## src/rtl/dt_sched_pkg.sv

```systemverilog
// Shared types for the timestep scheduler: FSM state encoding and the
// "no limiting requester" index convention.
`ifndef DT_WIDTH
`define DT_WIDTH 16
`endif

package dt_sched_pkg;

  typedef enum logic [1:0] {
    ST_RUN  = 2'd0,
    ST_HOLD = 2'd1,
    ST_STOP = 2'd2
  } sched_state_e;

  // win_idx value reported when the cap or the stop clamp sets the step
  function automatic int win_none(input int n);
    return n;
  endfunction

endpackage

```

## src/rtl/dt_min_tree.sv

```systemverilog
// Balanced minimum tree over N flattened requests; on equal values the
// lower requester index wins.
module dt_min_tree #(
  parameter int N        = 4,
  parameter int DT_WIDTH = 16
) (
  input  logic [N*DT_WIDTH-1:0] req,
  output logic [DT_WIDTH-1:0]   min_val,
  output logic [$clog2(N):0]    min_idx
);

  localparam int IW = $clog2(N) + 1;
  localparam int P  = 2 ** $clog2(N);

  // heap layout: node k has children 2k+1 / 2k+2, leaves at P-1 .. 2P-2
  logic [DT_WIDTH-1:0] val [2*P-1];
  logic [IW-1:0]       idx [2*P-1];

  always_comb begin
    for (int k = 0; k < 2*P-1; k++) begin
      val[k] = '1;
      idx[k] = IW'(N);
    end
    for (int i = 0; i < N; i++) begin
      val[P-1+i] = req[i*DT_WIDTH +: DT_WIDTH];
      idx[P-1+i] = IW'(i);
    end
    // padding leaves sit to the right, so <= keeps real requesters ahead
    for (int k = P-2; k >= 0; k--) begin
      if (val[2*k+1] <= val[2*k+2]) begin
        val[k] = val[2*k+1];
        idx[k] = idx[2*k+1];
      end else begin
        val[k] = val[2*k+2];
        idx[k] = idx[2*k+2];
      end
    end
  end

  assign min_val = val[0];
  assign min_idx = idx[0];

endmodule

```

## src/rtl/dt_scheduler.sv

```systemverilog
// Grants a common emulator timestep (minimum request, capped), accumulates
// emulated time and sequences run / hold / stop-at-time.
`ifndef DT_WIDTH
`define DT_WIDTH 16
`endif

module dt_scheduler
  import dt_sched_pkg::*;
#(
  parameter int                       N          = 4,
  parameter int                       DT_WIDTH   = `DT_WIDTH,
  parameter int                       TIME_WIDTH = 40,
  parameter logic [DT_WIDTH-1:0]      DT_MAX     = {DT_WIDTH{1'b1}}
) (
  input  logic                    emu_clk,
  input  logic                    emu_rst,
  input  logic [N*DT_WIDTH-1:0]   dt_req,
  input  logic                    stall_req,
  input  logic                    stop_en,
  input  logic [TIME_WIDTH-1:0]   t_stop,
  output logic [DT_WIDTH-1:0]     emu_dt,
  output logic [TIME_WIDTH-1:0]   emu_time,
  output logic [$clog2(N):0]      win_idx,
  output logic [1:0]              state,
  output logic [31:0]             step_cnt
);

  localparam int            IW       = $clog2(N) + 1;
  localparam logic [IW-1:0] WIN_NONE = IW'(win_none(N));

  sched_state_e        state_q, state_nxt;
  logic [DT_WIDTH-1:0] tree_min, dt_min, dt_clamp;
  logic [IW-1:0]       tree_idx, min_idx;
  logic [TIME_WIDTH:0] reach;
  logic                stop_hit;

  dt_min_tree #(.N(N), .DT_WIDTH(DT_WIDTH)) u_min_tree (
    .req     (dt_req),
    .min_val (tree_min),
    .min_idx (tree_idx)
  );

  always_comb begin
    dt_min  = tree_min;
    min_idx = tree_idx;
    if (tree_min > DT_MAX) begin
      dt_min  = DT_MAX;
      min_idx = WIN_NONE;
    end
  end

  // one extra bit so the stop compare never wraps
  assign reach    = {1'b0, emu_time} + (TIME_WIDTH+1)'(dt_min);
  assign stop_hit = stop_en && (reach >= {1'b0, t_stop});
  assign dt_clamp = (emu_time >= t_stop) ? '0 : DT_WIDTH'(t_stop - emu_time);

  always_comb begin
    state_nxt = state_q;
    emu_dt    = '0;
    win_idx   = WIN_NONE;
    if (!emu_rst) begin
      unique case (state_q)
        ST_RUN: begin
          if (stall_req) begin
            state_nxt = ST_HOLD;
          end else if (stop_hit) begin
            emu_dt    = dt_clamp;
            state_nxt = ST_STOP;
          end else begin
            emu_dt  = dt_min;
            win_idx = min_idx;
          end
        end
        ST_HOLD: begin
          if (!stall_req) state_nxt = ST_RUN;
        end
        ST_STOP: begin
          if (stall_req)                            state_nxt = ST_HOLD;
          else if (!stop_en || (t_stop > emu_time)) state_nxt = ST_RUN;
        end
        default: state_nxt = ST_RUN;
      endcase
    end
  end

  always_ff @(posedge emu_clk) begin
    if (emu_rst) begin
      state_q  <= ST_RUN;
      emu_time <= '0;
      step_cnt <= '0;
    end else begin
      state_q  <= state_nxt;
      emu_time <= emu_time + TIME_WIDTH'(emu_dt);
      if ((emu_dt != '0) && (step_cnt != '1)) step_cnt <= step_cnt + 32'd1;
    end
  end

  assign state = state_q;

endmodule

```

## config.mk

```make
export PLATFORM = sky130hd
export DESIGN_NAME = dt_scheduler
export DESIGN_NICKNAME = d
export VERILOG_FILES = /design/src/rtl/dt_sched_pkg.sv /design/src/rtl/dt_min_tree.sv /design/src/rtl/dt_scheduler.sv
export SDC_FILE = /design/constraint.sdc
export NUM_CORES = 1
export LEC_CHECK = 0
export CAP_MARGIN = 5
export CORE_MARGIN = 8
export CORE_UTILIZATION = 54
export DETAILED_ROUTE_END_ITERATION = 10
export HOLD_SLACK_MARGIN = 0.1
export PLACE_DENSITY = 0.89
export SLEW_MARGIN = 10
export SYNTH_ARGS = -nofsm -noshare
export SYNTH_HDL_FRONTEND = slang
export SYNTH_SLANG_ARGS = --single-unit
```

## constraint.sdc

```tcl
create_clock -name emu_clk -period 16.1 [get_ports emu_clk]
set_input_delay 3.22 -clock emu_clk [delete_from_list [all_inputs] [get_ports emu_clk]]
set_output_delay 3.22 -clock emu_clk [all_outputs]
set_load 0.02 [all_outputs]
```

---- Word-level counts from Yosys, hierarchy flattened ----
Index checks and enable logic that the tools add are counted.
word-level totals
  bits in registers ....................... 74
  logic and storage cells ................. 50
  bits of input ports ..................... 108
cells by class
  magnitude comparators ................... 7
  add/sub/neg operators ................... 4
  mux-type cells .......................... 23
  equal/unequal tests ..................... 6
  reductions and logical operators ........ 7
operator list
  kind                     number
  $mux W16                 9
  $le A16 B16 Y1           3
  $add A40 B16 Y41         1
  $ge A41 B40 Y1           1
  $add A40 B16 Y40         1
  $ge A40 B40 Y1           1
  $gt A40 B40 Y1           1
  $add A32 B1 Y32 const B  1
  $ne A32 B32 Y1 const B   1
  $gt A16 B16 Y1 const B   1
  $reduce_bool A16 Y1      1
  $sub A16 B16 Y16         1
  $mux W3                  5
  $mux W2                  6
  $ne A3 B3 Y1 const B     2
  $pmux W2 S3              1
  $reduce_and A3 Y1        1
  $eq A2 B1 Y1 const B     1
  $eq A2 B2 Y1 const B     1
  $logic_and A1 B1 Y1      2
  $logic_not A2 Y1         1
  $mux W1                  2
  $ne A2 B2 Y1 const B     1
  $logic_not A1 Y1         1
  $logic_or A1 B1 Y1       1

---- Logic depth before layout (Yosys ltp) ----
  word-level depth ........................ 15
  mapped depth ............................ 59
  depth with buffers taken out ............ 51

---- Modules after synthesis ----
From an unflattened synthesis, not the netlist that was laid out.
second synthesis, totals
  cell total of the unflattened synthesis .. 1289
  area total of the unflattened synthesis .. 9795.6 um^2
by module, submodules not included
  module        cells each  instances  area an instance (um^2)
  dt_scheduler  1061        1          7992.7
  dt_min_tree   228         1          1803.0

---- Least setup slack after synthesis ----
OpenSTA, ideal clock, no wires.
  path type ............................... input-to-output
  start point ............................. in dt_req[57]
  end point ............................... out emu_dt[1]
  path slack .............................. 767 ps
  stages .................................. 43
  required time ........................... 12880 ps
  arrival ................................. 12113 ps
  path through ............................ inv_1 > ha_1 > a211o_1 > a2111oi_4 > nor2_1 > or3_1 > buf_2 > nand2_1 > clkbuf_1 > a21oi_1 > ha_1 > nand4_1 > nor4_1 > a21boi_0 > o41a_1 > clkbuf_1 > clkbuf_1 > nor2_1 > [... 7 more ...] > nor2_1 > a21oi_1 > a41oi_1 > a21oi_1 > clkbuf_1 > nand4_1 > xnor2_1 > ha_1 > nand4_1 > a211oi_1 > or4_1 > nor3_1 > o21bai_1 > o21ai_2 > clkbuf_1 > clkbuf_1 > nand2_1 > a21oi_1
on the way
  cells in the longest elaborated chain, start to end .. 13
RTL lines
  what                 line                source
  start, declared      dt_scheduler.sv:17  input logic [N*DT_WIDTH-1:0] dt_req,
  $le A16 B16 Y1       dt_min_tree.sv:30   if (val[2*k+1] <= val[2*k+2]) begin
  $mux W16 *           dt_min_tree.sv:30
  $le A16 B16 Y1       dt_min_tree.sv:30
  $mux W16 *           dt_min_tree.sv:30
  $gt A16 B16 Y1       dt_scheduler.sv:46  if (tree_min > DT_MAX) begin
  $mux W16 *           dt_scheduler.sv:46
  $add A40 B16 Y41     dt_scheduler.sv:53  assign reach = {1'b0, emu_time} + (TIME_WIDTH+1)'(dt_min);
  $ge A41 B40 Y1       dt_scheduler.sv:54  assign stop_hit = stop_en && (reach >= {1'b0, t_stop});
  $logic_and A1 B1 Y1  dt_scheduler.sv:54
  $mux W16 *           dt_scheduler.sv:66  end else if (stop_hit) begin
  $mux W16 *           dt_scheduler.sv:64  if (stall_req) begin
  $mux W16 *           dt_scheduler.sv:62  unique case (state_q)
  $mux W16 *           dt_scheduler.sv:61  if (!emu_rst) begin
  end, declared        dt_scheduler.sv:21  output logic [DT_WIDTH-1:0] emu_dt,
Mark *: on every way between the ends. The rest lies on a longest branch, timed or not.

---- Worst setup path after layout ----
  start point ............................. in dt_req[57]
  end point ............................... out emu_dt[8]
The elaborated chain is that of the path after synthesis.

==> run metrics <==
worst r2r src emu_time[1]; Post-Synth Simple-Gate Area 24.2%; H-tree lvl count 3; Die Ht 152 um; Pins Over Slew Limit 0; 1st-iter DRT viols 867; MaxCap Viol Count 0; Fmax 0.0641 GHz; Clock Skew 0.00958 ns; count leader, synth ha_1; vias in the first global route 10285; Synth Area in XOR/XNOR 7.22%; Ports 201; element type at the critical path end output port; CP Data Required Time 12.88 ns; synthesized area 0.00995 sq mm; post-synth top area cell ha_1; top area cells in the synthesized netlist ha_1 (20%), dfxtp_1 (15%), a21oi_1 (6.1%), xnor2_1 (6.0%), inv_1 (5.2%); drt first pass iters 6; Synth Register Bits 74; Seq/Total Area, Yosys 14.9%; CP Launch Type input port; Antenna Cells 0; area grow syn2layout 28.0%; worst slack, placed -0.157 ns; drt wl/cell 19.0 um; CP max FO 13; combinational family with the most area after synthesis simple AND/OR/NAND/NOR gates; final worst slack 0.492 ns; CTS tree yes; gpl congestion 0.974; Slew @ Worst Pin 1.22 ns; DRT antenna net count 0; Syn Nets 1603; first-pass GRT wire length 51900 um; Cells after Synth 1331; Die X 152 um; EDFF count, synth 0; synth cell count leaders ha_1 (161), inv_1 (137), a21oi_1 (121), nor2_1 (105), nand2_1 (93); Hold Path Class register to register; hold_buf cts 0; antenna violations before repair 0; worst hold slack 0.496 ns; mux cell area share after synthesis 2.97%; final hold vios 0; # DRC 0; Routed WL 33500 um; clk_lat worst skew 0.36 ns; fraction of layout instances using a drive strength above 1 6.58%; core area 0.0180 sq mm; Site Rows 49; total number of vias 10880; Post-synth ARST share 0%; clock root buffer clkbuf_16; CP peak stage delay 0.71 ns; Clock Sinks 74; Hold Startpoint step_cnt[30]; pwr/cell area 76.5 mW/mm^2; fin crit period 15.61 ns; DR WL met3 2870 um; GRT Util Overall 27.9%; final setup fails 0; cell with the largest stage delay on the worst path or4b_2; Yosys top cell area share 20.2%; Vias/cell 6.16; area of the die 0.0230 sq mm; Crit. Startpoint dt_req[57]; status finished clean; Setup TNS 0 ns; Unique masters post-synth 80; met2 wire len 15500 um; Leakage 5.69 nW; Setup CP Type input port to output port; Post-synth top flop dfxtp_1; clock-pin slew on the worst setup and hold paths 0.07 ns; VDD IR-drop max 66.7 uV; Syn Area/Cell 7.48 sq um; total global routing overflow 0; pin count of the biggest net entering global routing 82; Tcrit/Tclk final 96.9%; Slew HR 18.3%; Met1 Wirelength 14500 um; complex-gate fraction of the synthesized area 22.7%; post-DP HPWL 26700 um; adder-cell share of the synthesized area 20.9%; Starting Density 55.2%; Port Buffers 200; CP arrival 12.39 ns; Nets 1803; Bufs on Longest Clock Path 2; synth warn 0; TritonCTS Buffers 9; highest metal used met4
-- layer usage --
layer / vias up / track usage [%]
li1: 5265 / -
met3: 49 / 5.73
met4: 0 / 7.25
met5: - / 0
met1: 5112 / 36.0
met2: 454 / 46.3
-- state kept, by name (all words and copies together) (netlist names) --
register / flops
emu_time: 40
step_cnt: 32
state: 2
-- stage by stage --
stage	instances	util, %	power [mW]	instance area [sq um]
floorplan	1331	-	0.557	9950
global placement	1746	68.0	0.711	12300
detailed placement	1746	68.0	0.723	12300
CTS	1762	70.0	0.963	12600
global route	1765	70.6	1.04	12700
finish	1765	70.6	0.975	12700
-- area by class of cell --
type / instances / area, sq um
sequential: 74 / 1480
clock inverter: 7 / 108
clock buffer: 9 / 225
multi-input combinational: 1080 / 7860
inverter: 137 / 514
timing repair buffer: 229 / 2260
tap: 229 / 287
fill: 1483 / 5290
-- power breakdown --
group          internal, mW  total (mW)  switching (mW)
combinational         0.231       0.537           0.307
clock                 0.139       0.237          0.0976
sequential            0.190       0.200          0.0108
total                 0.560       0.975           0.415
-- worst max-delay path, delay by kind of cell --
family                   cells  cell delay [ns]
AO/OA/AOI/OAI               17             3.96
XOR/XNOR                     1             0.15
adder cells (fa/ha/maj)      4             1.24
buffers and inverters        6             1.36
AND/OR/NAND/NOR             12             2.45
-- kinds of logic after synthesis --
logic type | count (synthesis)
muxes | 25
xor gates and xnor gates | 82
DFF | 74
AOI/OAI and AO/OA | 339
and+or+nand+nor | 469
buffers and inverters | 178
adders and majority gates | 164
-- what timing repair did --
action                                  in CTS  in global routing
endpoints found under the setup margin       9                 32
hold endpoints to repair                     0                  0
resized for setup                            3                 31
setup buffers                                0                  2
pin swaps                                    0                  2
gates cloned                                 0                  1
-- layout by cell type, fill, tap and decap left out, drive strengths merged, types with 11 or more instances in the layout --
master         netlist  final
xor2                14     14
buf                 11     30
or3                 23     23
a211oi              16     16
nand2b              11     11
o21ai               57     57
xnor2               68     68
dlymetal6s2s         0     17
mux2                18     18
nor2               105    105
clkdlybuf4s50        0    182
o21a                15     15
nor2b               23     23
and2                14     14
dfxtp               74     74
nand3               51     51
nor4                15     15
nand4               39     39
inv                137    141
nand2               93     93
a21oi              121    121
ha                 161    161
and3                19     19
nor3                37     37
a21o                22     22
-- final timing paths --
kind | endpoint | cells past startpoint | slack [ns]
max | emu_dt[8] | 40 | 0.49
min | step_cnt[30] | 2 | 0.50
max reg2reg | emu_time[29] | 36 | 7.41
min reg2reg | step_cnt[30] | 2 | 0.50
No activity file was read; power rests on OpenSTA's default activity.
